--- src/rtl/obi_rr_mux.sv ---
// OBI round-robin multiplexer: N requesters onto one manager port.
// Zero-latency A/R forwarding, in-order response routing FIFO.

package obi_pkg;

  typedef struct packed {
    logic        UseRReady;
    int unsigned AddrWidth;
    int unsigned DataWidth;
  } obi_cfg_t;

  localparam obi_cfg_t ObiDefaultConfig = '{
    UseRReady: 1'b0,
    AddrWidth: 32,
    DataWidth: 32
  };

  typedef struct packed {
    logic [31:0] addr;
    logic        we;
    logic [3:0]  be;
    logic [31:0] wdata;
  } obi_a_chan_t;

  typedef struct packed {
    logic [31:0] rdata;
    logic        err;
  } obi_r_chan_t;

  typedef struct packed {
    logic        req;
    obi_a_chan_t a;
    logic        rready;
  } obi_req_t;

  typedef struct packed {
    logic        gnt;
    logic        rvalid;
    obi_r_chan_t r;
  } obi_rsp_t;

endpackage

module obi_rr_mux #(
  parameter obi_pkg::obi_cfg_t ObiCfg = obi_pkg::ObiDefaultConfig,
  parameter type obi_req_t = obi_pkg::obi_req_t,
  parameter type obi_rsp_t = obi_pkg::obi_rsp_t,
  parameter int unsigned NumSbrPorts = 2,
  parameter int unsigned MaxTrans = 2
) (
  input  logic     clk_i,
  input  logic     rst_i,
  input  obi_req_t sbr_ports_req_i [NumSbrPorts],
  output obi_rsp_t sbr_ports_rsp_o [NumSbrPorts],
  output obi_req_t mgr_port_req_o,
  input  obi_rsp_t mgr_port_rsp_i
);

  localparam int unsigned IdxW = $clog2(NumSbrPorts);
  localparam int unsigned PtrW =
    (MaxTrans > 1) ? $clog2(MaxTrans) : 1;
  localparam int unsigned CntW = $clog2(MaxTrans + 1);

  typedef logic [IdxW-1:0] idx_t;
  typedef logic [PtrW-1:0] ptr_t;
  typedef logic [CntW-1:0] cnt_t;

  typedef enum logic {
    StArb,
    StLock
  } state_e;

  // Arbitration state
  state_e state_q, state_d;
  idx_t   last_q, last_d;
  idx_t   lock_idx_q, lock_idx_d;

  // Route FIFO state
  idx_t   fifo_q [MaxTrans];
  ptr_t   wptr_q, wptr_d;
  ptr_t   rptr_q, rptr_d;
  cnt_t   cnt_q, cnt_d;

  // Combinational datapath
  idx_t   rr_idx;
  idx_t   cand;
  logic   rr_found;
  idx_t   sel_idx;
  logic   sel_req;
  logic   fifo_full;
  logic   fifo_empty;
  logic   mgr_req;
  logic   a_hs;
  idx_t   head;
  logic   head_rready;
  logic   r_ok;
  logic   rsp_valid;
  logic   r_hs;

  // Round-robin search starting one past the last granted port
  always_comb begin
    rr_idx   = last_q;
    rr_found = 1'b0;
    cand     = '0;
    for (int unsigned k = 1; k <= NumSbrPorts; k++) begin
      cand = idx_t'((32'(last_q) + k) % NumSbrPorts);
      if (!rr_found && sbr_ports_req_i[cand].req) begin
        rr_idx   = cand;
        rr_found = 1'b1;
      end
    end
  end

  // Selection: hold the locked port until its request is granted
  always_comb begin
    sel_idx    = (state_q == StLock) ? lock_idx_q : rr_idx;
    sel_req    = sbr_ports_req_i[sel_idx].req;
    fifo_full  = (cnt_q == cnt_t'(MaxTrans));
    fifo_empty = (cnt_q == '0);
    mgr_req    = sel_req & ~fifo_full & ~rst_i;
    a_hs       = mgr_req & mgr_port_rsp_i.gnt;
  end

  // Response side: the FIFO head owns the R channel
  always_comb begin
    head        = fifo_q[rptr_q];
    head_rready = sbr_ports_req_i[head].rready;
    r_ok        = ObiCfg.UseRReady ? head_rready : 1'b1;
    rsp_valid   = mgr_port_rsp_i.rvalid & ~fifo_empty & ~rst_i;
    r_hs        = rsp_valid & r_ok;
  end

  // Manager request: forward the selected port, override req/rready
  always_comb begin
    mgr_port_req_o     = sbr_ports_req_i[sel_idx];
    mgr_port_req_o.req = mgr_req;
    if (ObiCfg.UseRReady) begin
      mgr_port_req_o.rready = ~fifo_empty & head_rready;
    end else begin
      mgr_port_req_o.rready = 1'b1;
    end
  end

  // Requester responses: gnt to the selected port, rvalid to the head
  always_comb begin
    for (int unsigned i = 0; i < NumSbrPorts; i++) begin
      sbr_ports_rsp_o[i]        = mgr_port_rsp_i;
      sbr_ports_rsp_o[i].gnt    = a_hs & (sel_idx == idx_t'(i));
      sbr_ports_rsp_o[i].rvalid = rsp_valid & (head == idx_t'(i));
    end
  end

  // Next-state for arbitration and FIFO pointers
  always_comb begin
    state_d    = (mgr_req & ~mgr_port_rsp_i.gnt) ? StLock : StArb;
    lock_idx_d = sel_idx;
    last_d     = a_hs ? sel_idx : last_q;
    wptr_d     = wptr_q;
    rptr_d     = rptr_q;
    if (a_hs) begin
      wptr_d = (wptr_q == ptr_t'(MaxTrans - 1)) ? '0 : wptr_q + 1'b1;
    end
    if (r_hs) begin
      rptr_d = (rptr_q == ptr_t'(MaxTrans - 1)) ? '0 : rptr_q + 1'b1;
    end
    cnt_d = cnt_q + cnt_t'(a_hs) - cnt_t'(r_hs);
  end

  // Control registers; reset gives port 0 first priority
  always_ff @(posedge clk_i) begin
    if (rst_i) begin
      state_q    <= StArb;
      last_q     <= idx_t'(NumSbrPorts - 1);
      lock_idx_q <= '0;
      wptr_q     <= '0;
      rptr_q     <= '0;
      cnt_q      <= '0;
    end else begin
      state_q    <= state_d;
      last_q     <= last_d;
      lock_idx_q <= lock_idx_d;
      wptr_q     <= wptr_d;
      rptr_q     <= rptr_d;
      cnt_q      <= cnt_d;
    end
  end

  // Route FIFO storage; entries are only valid below cnt_q
  always_ff @(posedge clk_i) begin
    if (rst_i) begin
      for (int unsigned i = 0; i < MaxTrans; i++) begin
        fifo_q[i] <= '0;
      end
    end else if (a_hs) begin
      fifo_q[wptr_q] <= sel_idx;
    end
  end

`ifndef SYNTHESIS
  a_no_push_full : assert property (
    @(posedge clk_i) disable iff (rst_i)
    !(a_hs && fifo_full)
  );

  a_no_pop_empty : assert property (
    @(posedge clk_i) disable iff (rst_i)
    !(r_hs && fifo_empty)
  );

  a_sel_stable : assert property (
    @(posedge clk_i) disable iff (rst_i)
    (mgr_req && !mgr_port_rsp_i.gnt) |=> (sel_idx == $past(sel_idx))
  );
`endif

endmodule

--- config.mk ---
export PLATFORM = sky130hd
export DESIGN_NAME = obi_rr_mux
export DESIGN_NICKNAME = d
export VERILOG_FILES = /design/src/rtl/obi_rr_mux.sv
export SDC_FILE = /design/constraint.sdc
export NUM_CORES = 1
export LEC_CHECK = 0
export ABC_CLOCK_PERIOD_IN_PS = 3600
export CORE_AREA = 2 2 124 126
export CTS_CLUSTER_SIZE = 24
export DETAILED_ROUTE_END_ITERATION = 10
export DIE_AREA = 0 0 126 128
export SLEW_MARGIN = 10
export SYNTH_ARGS = -nofsm -noshare
export SYNTH_HDL_FRONTEND = slang
export SYNTH_SLANG_ARGS = --single-unit
--- constraint.sdc ---
create_clock -name clk_i -period 3.6 [get_ports clk_i]
set_input_delay 0.72 -clock clk_i [delete_from_list [all_inputs] [get_ports clk_i]]
set_output_delay 0.72 -clock clk_i [all_outputs]
set_load 0.02 [all_outputs]
* Word level (Yosys, flattened, before mapping) *
Memory sizes are Yosys's and may differ from the RTL's. A register that Yosys moved wholly into a read port is not among the register bits.
Index checks and enable logic that the tools add are counted.

storage, ports and cells
  bits in registers = 7
  latch bits = 0
  memory bits (writable) = 2
  bits in read-only memories = 0
  input port bits = 179
  output and inout port bits = 141
  memories kept = 1

operators by class
  add/subtract/negate cells = 6
  $mul = 0
  divide/modulo/power cells = 0
  magnitude comparators = 3
  eq/ne operators = 1
  shifts and indexed selects = 0
  multiplexer cells = 26
  bitwise operators = 19
  reduce and logical (&&, ||, !) cells = 4

memory list
  memory  depth  bits a word  rd ports  clocked after memory_dff  wr ports  RTL line  text
  fifo_q  2      1            1         1                         2         79        idx_t fifo_q [MaxTrans];

operators by type and width
  cell                   count
  $mux W71               9
  $mux W1                17
  $and A1 B1 Y1          10
  $ge A2 B2 Y1 const B   3
  $not A1 Y1             6
  $not A1 Y2             3
  $add A1 B1 Y1 const B  4
  $add A2 B1 Y2          1
  $eq A2 B2 Y1 const B   1
  $logic_not A2 Y1       1
  $sub A2 B1 Y2          1
  $logic_and A1 B1 Y1    1
  $logic_not A1 Y1       1
  $reduce_or A1 Y1       1

* Logic depth before layout (Yosys ltp) *
Gate-level depths: netlist (run 1).

  word-level depth = 22
  gate-level depth with buffers = 9
  mapped depth without buffers = 8

* Worst setup path before layout (run 1) *
No wires, ideal clock.

  kind = input port to output port
  start = input sbr_ports_req_i[141] in the netlist's numbering
  end = output mgr_port_req_o[14] in the netlist's numbering
  arrival = 1.784 ns
  data required time = 2.880 ns
  path slack = 1.096 ns
  stages on the path = 5
  buffers on the path = 2
  cells stage by stage = and2_1 > o31a_1 > buf_6 > buf_6 > mux2_1

RTL lines
  what                RTL line  text
  start: declaration  53        input obi_req_t sbr_ports_req_i [NumSbrPorts],
  end: declaration    55        output obi_req_t mgr_port_req_o,

==> metrics.log, run 1 <==
[metrics] initial antenna violation count: 0
[metrics] commonest non-fill, non-tap cell in the layout: clkdlybuf4s50_1
[metrics] maximum vdd ir drop: 0.000162 V
[metrics] Clock Root Buffer: clkbuf_16
[metrics] setup repair after global routing missed its margin: no
[metrics] Post-CTS Setup Bufs: 0
[metrics] CP arrival: 2.81 ns
[metrics] number of clock sinks: 10
[metrics] number of flip-flops and latches in the synthesized netlist: 10
[metrics] Setup crit start kind: input pin
[metrics] final hold violation count: 0
[metrics] fin. max-slew vios: 0
[metrics] Post-Synthesis Cells: 198
[metrics] Critical Path, Cell by Cell: clkdlybuf4s50_1 -> and2_1 -> o31a_2 -> buf_12 -> mux2_4 -> clkdlybuf4s50_1
[metrics] path category of the worst min-delay check: reg -> reg
[metrics] via/cell ratio: 3.68
[metrics] longest individual stage delay on the worst path: 0.56 ns
[metrics] max capacitance violation total: 0
[metrics] largest family of logic cells by synthesized area: multiplexers
[metrics] worst path buffer plus inverter count: 3
[metrics] height of the die: 128 microns
[metrics] CTS Buffer Depth: 2
[metrics] hold worst-path end: wptr_q$_SDFFE_PP0N_
[metrics] post-route clock period utilization: 0.981
[metrics] compound-cell area share of the yosys netlist: 0.0312
[metrics] worst slack at placement: 0.0627 ns
[metrics] mapped cell area: 2010 sq um
[metrics] R2R Path End: cnt_q[1]$_SDFF_PP0_
[metrics] maximum operating frequency: 283 MHz
[metrics] multiplexer area fraction after synthesis: 0.477
[metrics] Ports: 320
[metrics] number of nets in the layout: 527
[metrics] count of final setup violators: 0
[metrics] yosys warns: 0
[metrics] Area growth, synth to finish: 97.5%
[metrics] share of layout cells above drive strength 1: 0.214
[metrics] syn avg cell area: 10.1 sq um
[metrics] worst-case register-to-register setup slack: 1.65 ns
[metrics] P per Cell Area: 294 nW/um^2
[metrics] final critical delay including setup and external delays: 3.53 ns
[metrics] aggregate routed wire length: 7.20 mm
[metrics] Adder-Cell Fraction of Synth Area: 0.0125
[metrics] worst clock skew on the final layout: 0.000925 ns
[metrics] total die area: 16100 sq um
[metrics] Clock transition at path regs: 0.04 ns
[metrics] area fraction in and, or, nand and nor cells after synthesis: 0.0555
[metrics] total number of vias: 1963
[metrics] number of global-route vias before repair: 2015
[metrics] element type at the critical path end: primary output
[metrics] HPWL after DPL: 6.38 mm
[metrics] Hold Crit Depth: 1
[metrics] global-route wire length before repair: 10.4 mm
[metrics] critical path type: in -> out
[metrics] Detailed Routing Iterations Pass 1: 4
[metrics] sequential-to-total area share from yosys stat: 0.110
[metrics] quantity of hold-fixing buffers added after cts: 0
[metrics] depth of the CTS H-tree: 1
[metrics] number of diodes added for antenna fixing: 0
[metrics] number of DRC markers after the initial detailed-route iteration: 33
[metrics] leakage power total: 0.00158 uW
[metrics] launch point of the worst hold path: wptr_q$_SDFFE_PP0N_
[metrics] effective utilization at floorplan: 0.135
[metrics] Critical Path RT: 2.88 ns
[metrics] row count: 45
[metrics] distinct cell type count after synthesis: 27
[metrics] worst-skew pair later-pin latency: 0.24 ns
[metrics] number of cells upsized or downsized after cts: 0
[metrics] final weighted congestion in routability-driven placement: 0.745
[metrics] x dimension of the die: 126 microns
[metrics] final setup TNS: 0 ns
[metrics] slowest stage cell, crit path: clkdlybuf4s50_1
[metrics] clock tree from TritonCTS: yes
[metrics] nets in the synthesized netlist: 379
[metrics] final setup slack of the worst path: 0.0670 ns
[metrics] IO Port Bufs: 217
[metrics] number of remaining DRC errors: 0
[metrics] TritonCTS buffer count: 3
[metrics] GR Util All Layers: 0.0796
[metrics] post-synthesis share of cell area spent on xor and xnor gates: 0.00873
[metrics] highest-count cells in the layout ignoring fill and taps: 217 x clkdlybuf4s50_1, 40 x mux2_4, 25 x mux2_2, 8 x nor2_1, 8 x dfxtp_1
[metrics] number of nets with antenna violations after detailed routing: 0
[metrics] Most Frequent Cell on Critical Path: clkdlybuf4s50_1
[metrics] reg2reg path depth: 8
[metrics] kind of cell adding the most delay to the critical path: buffers and inverters
[metrics] average wire per cell in the routed design: 13.5 microns
[metrics] aggregate global routing overflow: 0
[metrics] result of the run: finished clean
[metrics] crit path max fanout: 39
[metrics] Core Box Area: 14900 sq um
[metrics] pin count of the biggest net entering global routing: 40
[metrics] reg-to-reg startpoint: lock_idx_q$_SDFF_PP0_
[sequential cells by signal (all words and copies together) (netlist names), named ones only]
register and cells:
state_q 1, last_q 1, lock_idx_q 1, wptr_q 1, fifo_q 2, cnt_q 2
rptr_q 1
[layout make-up]
type                            instances  area (sq um)
Sequential cell                        10           220
Timing Repair Buffer                  221          2230
Fill cell                            1579         10900
Tap cell                              188           235
Clock buffer                            4          88.8
Multi-Input combinational cell        107          1180
Inverter                                3          11.3
[Yosys cell counts]
library cell | count | area [sq um]
buf_4 | 68 | 510
mux2_4 | 40 | 601
mux2_2 | 25 | 282
dfxtp_1 | 8 | 160
nor2_1 | 8 | 30.0
buf_6 | 6 | 67.6
and2_1 | 4 | 25.0
mux2_1 | 4 | 45.0
nor2b_1 | 4 | 25.0
buf_2 | 3 | 15.0
inv_1 | 3 | 11.3
mux2i_1 | 3 | 30.0
nor3_1 | 3 | 15.0
o21bai_1 | 3 | 22.5
edfxtp_1 | 2 | 60.1
ha_1 | 2 | 25.0
xor2_1 | 2 | 17.5
a2111o_1 | 1 | 11.3
a211oi_1 | 1 | 7.51
clkbuf_1 | 1 | 3.75
conb_1 | 1 | 3.75
nand2_1 | 1 | 3.75
nand2b_1 | 1 | 6.26
nor4_1 | 1 | 6.26
o21a_1 | 1 | 7.51
o21ai_0 | 1 | 5.00
o31a_1 | 1 | 8.76
[layer usage]
layer,share of wire,track usage,vias up
met2,0.45,0.132,225
met3,0.17,0.0451,12
met5,0,0,-
li1,-,-,897
met4,0.018,0.0246,0
met1,0.36,0.0865,829
[through the flow]
| stage | area (sq um) | hold slack (ns) | std cells | power [uW] | utilization |
|---|---|---|---|---|---|
| 6_report | 3960 | 0.504 | 533 | 1160 | 0.266 |
| 3_3_place_gp | 3870 | 0.471 | 529 | 943 | 0.261 |
| 2_1_floorplan | 2010 | 0.462 | 198 | 673 | - |
| 5_1_grt | 3960 | 0.536 | 533 | 1220 | 0.266 |
| 3_5_place_dp | 3870 | 0.504 | 529 | 952 | 0.261 |
| 4_1_cts | 3960 | 0.515 | 533 | 1180 | 0.266 |
[kinds of logic (layout without fill, tap and decap cells)]
| group | Yosys count | in the layout |
|---|---|---|
| xor gates and xnor gates | 2 | 2 |
| DFF | 10 | 10 |
| AOI/OAI and AO/OA | 8 | 8 |
| other | 1 | 1 |
| buffers and inverters | 81 | 228 |
| and+or+nand+nor | 22 | 22 |
| muxes | 72 | 72 |
| adders and majority gates | 2 | 2 |
[report_power, final]
group / internal, uW / switching (uW) / leakage [uW] / total, uW
combinational: 487 / 317 / 0.00145 / 803
sequential: 129 / 9.24 / 0.0000867 / 138
clock: 167 / 55.4 / 0.0000442 / 223
total: 783 / 381 / 0.00158 / 1160
[how the worst max path moves through the flow]
stage	from	to	cells past startpoint
floorplan	sbr_ports_req_i[141]	mgr_port_req_o[14]	5
global placement	sbr_ports_req_i[141]	mgr_port_req_o[58]	6
detailed placement	sbr_ports_req_i[141]	mgr_port_req_o[26]	6
CTS	sbr_ports_req_i[141]	mgr_port_req_o[26]	6
global route	sbr_ports_req_i[141]	mgr_port_req_o[58]	6
finish	sbr_ports_req_i[141]	mgr_port_req_o[30]	6
Power figures use the tool's default switching activity.
==> run 2: changes to the inputs <==
- PLACE_DENSITY_LB_ADDON: not set -> 0.3
==> metrics.log, run 2 (same netlist as run 1, synthesis figures left out) <==
[metrics] final critical delay including setup and external delays: 3.52 ns
[metrics] Most Frequent Cell on Critical Path: clkdlybuf4s50_1
[metrics] x dimension of the die: 126 microns
[metrics] maximum operating frequency: 284 MHz
[metrics] origin of the worst setup path: sbr_ports_req_i[141]
[metrics] Post-CTS Setup Bufs: 0
[metrics] worst-skew pair later-pin latency: 0.24 ns
[metrics] total die area: 16100 sq um
[metrics] setup repair after global routing missed its margin: no
[metrics] final weighted congestion in routability-driven placement: 0.739
[metrics] number of DRC markers after the initial detailed-route iteration: 36
[metrics] global-route wire length before repair: 10.2 mm
[metrics] total number of vias: 1894
[metrics] Area growth, synth to finish: 97.1%
[metrics] HPWL after DPL: 6.01 mm
[metrics] CTS Buffer Depth: 2
[metrics] met1 Track Usage GR: 0.0855
[metrics] Final Instance Area: 3950 sq um
[metrics] crit path max fanout: 40
[metrics] critical path type: in -> out
[metrics] post-layout total power: 1140 uW
[metrics] met2 Track Usage GR: 0.136
[metrics] final setup slack of the worst path: 0.0795 ns
[metrics] Critical Path, Cell by Cell: clkdlybuf4s50_1 -> and2_1 -> o31a_2 -> buf_12 -> mux2_4 -> clkdlybuf4s50_1
[metrics] element type at the critical path end: primary output
[metrics] Clock Root Buffer: clkbuf_16
[metrics] initial antenna violation count: 0
[metrics] slowest stage cell, crit path: clkdlybuf4s50_1
[metrics] Core Box Area: 14900 sq um
[metrics] count of final setup violators: 0
[metrics] number of global-route vias before repair: 1961
[metrics] TritonCTS buffer count: 3
[metrics] post-layout util: 0.266
[metrics] Filler Cell Count: 1560
[metrics] worst slack at placement: 0.0543 ns
[metrics] leakage power total: 0.00158 uW
[metrics] GR Util All Layers: 0.0782
[metrics] quantity of hold-fixing buffers added after cts: 0
[metrics] post-route clock period utilization: 0.978
[metrics] max capacitance violation total: 0
[metrics] Clock transition at path regs: 0.04 ns
[metrics] fin. max-slew vios: 0
[metrics] share of layout cells above drive strength 1: 0.212
[metrics] path category of the worst min-delay check: reg -> reg
[metrics] combined area of the multi-input logic cells: 1180 sq um
[metrics] aggregate routed wire length: 7.00 mm
[metrics] Ports: 320
[metrics] aggregate global routing overflow: 0
[metrics] Detailed Routing Iterations Pass 1: 2
[metrics] IO Port Bufs: 217
[metrics] met3 Resource Use GR: 0.0447
[metrics] capture point of the critical path: mgr_port_req_o[45]
[metrics] Setup crit start kind: input pin
[metrics] CP arrival: 2.80 ns
[metrics] P per Cell Area: 288 nW/um^2
[metrics] final setup TNS: 0 ns
[metrics] longest individual stage delay on the worst path: 0.55 ns
[metrics] commonest non-fill, non-tap cell in the layout: clkdlybuf4s50_1
[metrics] highest-count cells in the layout ignoring fill and taps: 216 x clkdlybuf4s50_1, 40 x mux2_4, 25 x mux2_2, 8 x nor2_1, 8 x dfxtp_1
[metrics] maximum vdd ir drop: 0.000145 V
[metrics] depth of the CTS H-tree: 1
[metrics] worst clock skew on the final layout: 0.00218 ns
[metrics] number of nets with antenna violations after detailed routing: 0
[metrics] Sequential Area: 220 sq um
[metrics] gr busiest metal: met2
[metrics] row count: 45
[metrics] result of the run: finished clean
[metrics] DP Area: 3870 sq um
[metrics] registers with the highest flip-flop counts: cnt_q (2), fifo_q (2)
[metrics] height of the die: 128 microns
[metrics] clock tree from TritonCTS: yes
[metrics] via/cell ratio: 3.55
[metrics] number of nets in the layout: 527
[metrics] Critical Path RT: 2.88 ns
[metrics] number of diodes added for antenna fixing: 0
[metrics] pin count of the biggest net entering global routing: 41
[metrics] reg2reg path depth: 9
[metrics] effective utilization at floorplan: 0.135
[metrics] R2R Path End: cnt_q[1]$_SDFF_PP0_
[metrics] average wire per cell in the routed design: 13.1 microns
[metrics] number of clock sinks: 10
[metrics] final hold violation count: 0
[metrics] reg-to-reg startpoint: lock_idx_q$_SDFF_PP0_
[metrics] worst-case register-to-register setup slack: 1.47 ns
[metrics] number of remaining DRC errors: 0
## run 2: worst max-delay path: cells and delay by family
family | cells | cell delay, ns
AND/OR/NAND/NOR | 1 | 0.17
AO/OA/AOI/OAI | 1 | 0.33
multiplexers | 1 | 0.33
buffers and inverters | 3 | 1.20
## run 2: routing by layer
layer,vias to the layer above,share of wire,routed length [microns]
met4,0,0.0039,27
met2,188,0.47,3300
met3,2,0.16,1150
met1,801,0.36,2530
li1,903,-,-
met5,-,0,0
## run 2: metrics by stage
step / instances / hold WS, ns
3_3_place_gp: 529 / 0.472
5_1_grt: 533 / 0.538
6_report: 533 / 0.501
3_5_place_dp: 529 / 0.494
4_1_cts: 533 / 0.505
2_1_floorplan: 198 / 0.462
## run 2: area by class of cell
class | count | area share
clock buffers | 3 | 0.0190
clock inverters | 1 | 0.000949
repair buffers | 221 | 0.564
multi-input cells | 107 | 0.298
flip-flops and latches | 10 | 0.0557
inverters | 3 | 0.00285
well taps | 188 | 0.0595
## run 2: report_power, final
part           total [uW]  leakage, uW  switching (uW)  internal [uW]
logic                 801      0.00146             315            486
registers             138    0.0000867            9.28            129
clock network         197    0.0000385            51.6            146
## run 2: worst min path at each step
stage,start,end,cells after the start
floorplan,wptr_q$_SDFFE_PP0N_,wptr_q$_SDFFE_PP0N_,1
global placement,wptr_q$_SDFFE_PP0N_,wptr_q$_SDFFE_PP0N_,1
detailed placement,rptr_q$_SDFFE_PP0P_,flip-flop,2
CTS,rptr_q$_SDFFE_PP0P_,flip-flop,2
global route,rptr_q$_SDFFE_PP0P_,flip-flop,2
finish,rptr_q$_SDFFE_PP0P_,flip-flop,2
## run 2: what timing repair did
item                                    in CTS  in global routing
gates resized for setup                      0                  1
endpoints found under the setup margin       0                  1
hold endpoints to repair                     0                  0
